File: src/rtl/leaf_xbar_scheduler.sv
// leaf_xbar_scheduler: round-robin burst scheduler for the leaf router's single
// crossbar path. Picks one of five requesters (GPU, spine1..4), latches where the
// winner is going, paces beats against the destination's readiness, and aborts
// grants that sit stalled too long. Carries no data.
module leaf_xbar_scheduler #(
    parameter logic [3:0] GROUP_ID    = 4'b0100,
    parameter int         MAX_BURST   = 4,
    parameter int         STALL_LIMIT = 16
) (
    input  logic        clk,
    input  logic        reset,
    input  logic        arb_enable,
    input  logic [4:0]  req_valid,
    input  logic [29:0] req_dest,
    input  logic        gpu_out_ready,
    input  logic [3:0]  spine_out_ready,
    output logic [4:0]  req_ready,
    output logic [4:0]  grant,
    output logic [2:0]  current_grant,
    output logic [1:0]  direction,
    output logic [1:0]  spine_sel,
    output logic        busy,
    output logic        misroute,
    output logic        stall_abort
);

    typedef enum logic [1:0] {IDLE, HOLD, GAP} state_t;

    // Where the granted requester's beats go; latched at grant time.
    typedef struct packed {
        logic       to_gpu;
        logic [1:0] spine;
    } target_t;

    localparam logic [1:0] DIR_IDLE = 2'b00;
    localparam logic [1:0] DIR_UP   = 2'b01;
    localparam logic [1:0] DIR_DOWN = 2'b10;
    localparam logic [1:0] DIR_LOOP = 2'b11;
    localparam logic [2:0] NO_GRANT = 3'b111;

    localparam logic [3:0] LAST_BEAT  = 4'(MAX_BURST - 1);
    localparam logic [7:0] STALL_LAST = 8'(STALL_LIMIT - 1);

    state_t         state, state_nx;
    logic [2:0]     rr_ptr;
    logic [3:0]     beat_cnt;
    logic [7:0]     stall_cnt;
    target_t        tgt;

    logic [4:0][5:0] dest_arr;
    logic [5:0]      pick_dest;
    logic            pick_local;
    logic            pick_vld;
    logic [2:0]      pick;
    logic [3:0]      srch;

    logic target_ready, gv, fire, stalled, last_beat, abort;

    assign dest_arr   = req_dest;
    assign pick_dest  = dest_arr[pick];
    assign pick_local = (pick_dest[5:2] == GROUP_ID);

    // Round-robin search: first valid requester at or after rr_ptr, wrapping mod 5.
    always_comb begin
        pick_vld = 1'b0;
        pick     = 3'd0;
        srch     = 4'd0;
        for (int k = 0; k < 5; k++) begin
            srch = {1'b0, rr_ptr} + 4'(k);
            if (srch >= 4'd5) srch = srch - 4'd5;
            if (!pick_vld && req_valid[srch[2:0]]) begin
                pick_vld = 1'b1;
                pick     = srch[2:0];
            end
        end
    end

    // Beat handshake. grant is zero outside HOLD, so req_ready never depends on
    // req_valid; reset blocks a beat in the cycle it is asserted.
    assign target_ready = tgt.to_gpu ? gpu_out_ready : spine_out_ready[tgt.spine];
    assign gv           = |(req_valid & grant);
    assign req_ready    = (state == HOLD && target_ready && !reset) ? grant : 5'b0;
    assign fire         = gv && target_ready && (state == HOLD);
    assign stalled      = gv && !target_ready && (state == HOLD);
    assign last_beat    = fire && (beat_cnt == LAST_BEAT);
    assign abort        = stalled && (stall_cnt == STALL_LAST);
    assign stall_abort  = abort && !reset;
    assign busy         = (state == HOLD);

    // Next-state: grant from IDLE, leave HOLD on burst end / drop / watchdog.
    always_comb begin
        state_nx = state;
        case (state)
            IDLE:    if (arb_enable && pick_vld) state_nx = HOLD;
            HOLD:    if (last_beat || !gv || abort) state_nx = GAP;
            GAP:     state_nx = IDLE;
            default: state_nx = IDLE;
        endcase
    end

    // State, grant outputs, round-robin pointer and beat/stall counters.
    always_ff @(posedge clk) begin
        if (reset) begin
            state         <= IDLE;
            rr_ptr        <= 3'd0;
            beat_cnt      <= 4'd0;
            stall_cnt     <= 8'd0;
            grant         <= 5'b0;
            current_grant <= NO_GRANT;
            direction     <= DIR_IDLE;
            spine_sel     <= 2'd0;
            misroute      <= 1'b0;
            tgt           <= '{to_gpu: 1'b1, spine: 2'd0};
        end else begin
            state    <= state_nx;
            misroute <= 1'b0;
            case (state)
                IDLE: begin
                    if (state_nx == HOLD) begin
                        grant         <= 5'b1 << pick;
                        current_grant <= pick;
                        beat_cnt      <= 4'd0;
                        stall_cnt     <= 8'd0;
                        if (pick == 3'd0) begin
                            if (pick_local) begin
                                direction <= DIR_LOOP;
                                spine_sel <= 2'd0;
                                tgt       <= '{to_gpu: 1'b1, spine: 2'd0};
                            end else begin
                                direction <= DIR_UP;
                                spine_sel <= pick_dest[1:0];
                                tgt       <= '{to_gpu: 1'b0, spine: pick_dest[1:0]};
                            end
                        end else begin
                            // Spines always deliver down to the GPU; a foreign
                            // group is flagged but not dropped.
                            direction <= DIR_DOWN;
                            spine_sel <= 2'd0;
                            tgt       <= '{to_gpu: 1'b1, spine: 2'd0};
                            misroute  <= !pick_local;
                        end
                    end
                end
                HOLD: begin
                    if (state_nx == GAP) begin
                        rr_ptr        <= (current_grant == 3'd4) ? 3'd0 : current_grant + 3'd1;
                        grant         <= 5'b0;
                        current_grant <= NO_GRANT;
                        direction     <= DIR_IDLE;
                        spine_sel     <= 2'd0;
                    end else if (fire) begin
                        beat_cnt  <= beat_cnt + 4'd1;
                        stall_cnt <= 8'd0;
                    end else if (stalled) begin
                        stall_cnt <= stall_cnt + 8'd1;
                    end
                end
                GAP: begin
                    beat_cnt  <= 4'd0;
                    stall_cnt <= 8'd0;
                end
                default: ;
            endcase
        end
    end

endmodule

File: config.mk
export PLATFORM = sky130hd
export DESIGN_NAME = leaf_xbar_scheduler
export DESIGN_NICKNAME = d
export VERILOG_FILES = /design/src/rtl/leaf_xbar_scheduler.sv
export SDC_FILE = /design/constraint.sdc
export NUM_CORES = 1
export LEC_CHECK = 0
export CAP_MARGIN = 20
export CORE_ASPECT_RATIO = 0.5
export CORE_MARGIN = 4
export CORE_UTILIZATION = 50
export DETAILED_ROUTE_END_ITERATION = 7
export GPL_TIMING_DRIVEN = 0
export PLACE_DENSITY = 0.79
export SETUP_SLACK_MARGIN = 0.1
export SLEW_MARGIN = 5
export SYNTH_ARGS = -nofsm -noshare
export SYNTH_HDL_FRONTEND = slang
export SYNTH_SLANG_ARGS = --single-unit
export TNS_END_PERCENT = 20
File: constraint.sdc
create_clock -name clk -period 7.01 [get_ports clk]
set_input_delay 0.701 -clock clk [delete_from_list [all_inputs] [get_ports clk]]
set_output_delay 0.701 -clock clk [all_outputs]
set_load 0.1 [all_outputs]
==> metrics <==
worst rel slew slack=0.334; Area Growth Syn to Fin=27.2%; drt pass-1 iters=4; WHS Path Cells=2; max cap viols=0; die height=61.3 µm; simple-gate portion of the synthesized area=0.276; delay of the slowest cell on the worst path=1.20 ns; All-Layer GR Usage=0.228; Total Power=1.51 mW; ANT cells=0; main combinational cell family by area after synthesis=compound AO/OA/AOI/OAI gates; r2r setup slk=2.58 ns; clk buf depth=2; met1 usage=0.298; Hold Fails Final Rpt=0; worst endpoint required time=6.31 ns; Slew @ Worst Pin=0.996 ns; leak pwr=1.43 nW; Final nets=467; Hold Path Origin=direction[1]; VDD IR-drop max=0.286 mV; Finish-stage setup viols=0; first-pass GRT wire length=12,900 µm; Fmax=218 MHz; largest net degree at the start of global routing=11; CP Class=input pin to output port; clk_lat worst skew=0.27 ns; core area=5490 µm²; CTS tree=yes; asr flop ratio synth=0; worst endpoint data arrival time=3.88 ns; run status=finished clean; distinct cell type count after synthesis=79; Placer Congestion=0.884; routed len/inst=16.3 µm; crit path buf inv count=2; Vias=2,935; hold_buf cts=0; CP cell instances=clkdlybuf4s50_1 > mux4_2 > mux2i_1 > nand2_1 > nor4_1 > clkdlybuf4s50_1; IO buf count=53; Starting Density=0.518; Num CTS Buffers=5; Worst setup SP type=input pin; CTS root buf=clkbuf_16; post-CTS sizing=0; DP HPWL=6240 µm; Die Area=7030 µm²; ANT nets after route=0; Syn. warnings=0; Core Rows=19; xor/xnor share of the synthesized area=0.0154; DRT Wirelength=7890 µm; die width=115 µm; Crit Path Max Fanout=9; crit-path leading delay family=buffers and inverters; H-tree depth=2; drt initial violations=193; skew final=0.00460 ns; post-synthesis compound-gate area fraction=0.289; vias in the first global route=2,748; Synth Flop Type=dfxtp_1; M3 GR Usage=0.0255; synthesized area=2840 µm²; cell taking the most area after synthesis=dfxtp_1; syn_area_per_cell=8.10 µm²; leading post-synthesis cells by cell area=dfxtp_1 23%, ha_1 5.3%, nor2_1 4.0%; period utilization=0.653; setup bufs post-CTS=0; Synth Area in Adders=0.0599; initial antenna violation count=0; Yosys reg bits=32; Post-Synthesis Cells=351; layout cell share with drive strength beyond 1=0.109; clk slew on worst S/H paths=0.05 ns; critical path's slowest cell=clkdlybuf4s50_1; Setup crit end kind=output port; Hold EP=direction[1]; setup tns final=0 ns; total gr overflow=0; routed vias/inst=6.06; Min-Delay Path Class=flip-flop to flip-flop; stages on the worst setup path=6; post-synthesis mux area share=0.0775; top cell type's share of synthesized area=0.225; register area share after synthesis=0.225; PD cells=417 nW/µm²; met2 Use GR=0.398; number of clock sinks=32; most used cell, CP=clkdlybuf4s50_1; clock period minus worst slack=4.58 ns; reg-to-reg startpoint=rr_ptr[0]; drt drc=0; Crit Reg-Reg Endpoint=tgt[0]; RSZ-0062 raised after global routing=false; max-slew violation count=0; Post-synth EDFFs=0; reg2reg path depth=15; grt peak-use layer=met2; # IOs=63; Post-Syn Nets=407
[cell usage after synthesis (7+ instances only)]
library cell / count
a21o_1: 7
a21oi_1: 20
and2_1: 8
clkbuf_1: 10
dfxtp_1: 32
ha_1: 12
inv_1: 15
mux2i_1: 7
nand2_1: 20
nand2b_1: 8
nor2_1: 30
nor2b_1: 7
nor3_1: 10
o21ai_0: 22
or3_1: 8
[per-layer routing]
layer | wire length, µm | up-vias
met4 | 140 | 0
met5 | 0 | -
met3 | 340 | 16
met1 | 3500 | 1412
li1 | - | 1442
met2 | 3910 | 65
[worst max-delay path by stage]
| stage | startpoint | end | slack (ns) |
|---|---|---|---|
| final | spine_out_ready[3] | stall_abort | 2.43 |
| after global routing | rr_ptr[1] | tgt[0] | 2.20 |
| after CTS | spine_out_ready[3] | stall_abort | 2.44 |
| after detailed placement | spine_out_ready[3] | stall_abort | 2.46 |
| after global placement | spine_out_ready[3] | stall_abort | 2.46 |
| after floorplan | spine_out_ready[3] | stall_abort | 1.62 |
[registers in the layout (all words and copies together) (netlist names)]
signal,count
beat_cnt,4
current_grant,3
direction,2
grant,4
misroute,1
rr_ptr,3
spine_sel,2
stall_cnt,8
state,2
tgt,3
[cell usage in the layout (no fill, tap or decap), types with 4 or more instances in the layout]
master and instances:
ha_1 12, or3_1 8, nor2_1 30, clkbuf_16 5, nand3_1 4, mux2i_1 7, clkbuf_1 10, a21o_1 7
mux4_2 4, or3b_2 4, buf_2 5, clkdlybuf4s50_1 53, a22o_1 6, dfxtp_1 32, and2_1 8, nand3b_1 4
nor3_1 10, nor2b_1 7, inv_1 15, and3_1 5, a21oi_1 20, o21ai_0 22, o211ai_1 4, nand2b_1 8
mux2_2 4, nand2_1 20
[through the flow]
step	worst slack (ns)	area, µm²	cells	util	hold slack (ns)
final	2.43	3620	484	0.659	0.456
after floorplan	1.62	2840	351	-	0.440
after detailed placement	2.46	3460	477	0.631	0.448
after CTS	2.44	3620	484	0.659	0.460
after global placement	2.46	3460	477	0.631	0.445
after global routing	2.20	3620	484	0.659	0.482
[report_power, final]
group	total [mW]	leakage (nW)	internal [mW]	switching [mW]
clock	0.218	0.0760	0.148	0.0699
combinational	1.04	1.09	0.372	0.664
sequential	0.255	0.260	0.220	0.0345
[worst register-to-register path, stage by stage, from the launching register on]
cell	delay (ns)
dfxtp_1	0.42
buf_2	0.25
inv_1	0.18
ha_1	0.32
ha_1	0.35
clkbuf_1	0.33
nand2b_1	0.16
o21ai_0	0.09
a32oi_1	0.44
o211ai_1	0.24
a2111oi_0	0.56
o211ai_1	0.17
o211ai_2	0.13
o41ai_1	0.19
nor3_2	0.33
a22o_1	0.20
[kinds of logic (layout without fill, tap and decap cells)]
logic type               Yosys count  after routing
adder cells (fa/ha/maj)           13             13
AO/OA/AOI/OAI                    112            112
XOR/XNOR                           5              5
AND/OR/NAND/NOR                  137            137
buffers and inverters             36             96
multiplexers                      16             16
flip-flops                        32             32
[cell type report]
class                      count  area (µm²)
inverter                      16        60.1
fill                         464        1870
multi-input combinational    283        2040
sequential                    32         641
timing repair buffer          53         531
clock buffer                   7         153
buffer                        20         104
tap                           73        91.3
Power figures use the tool's default switching activity.
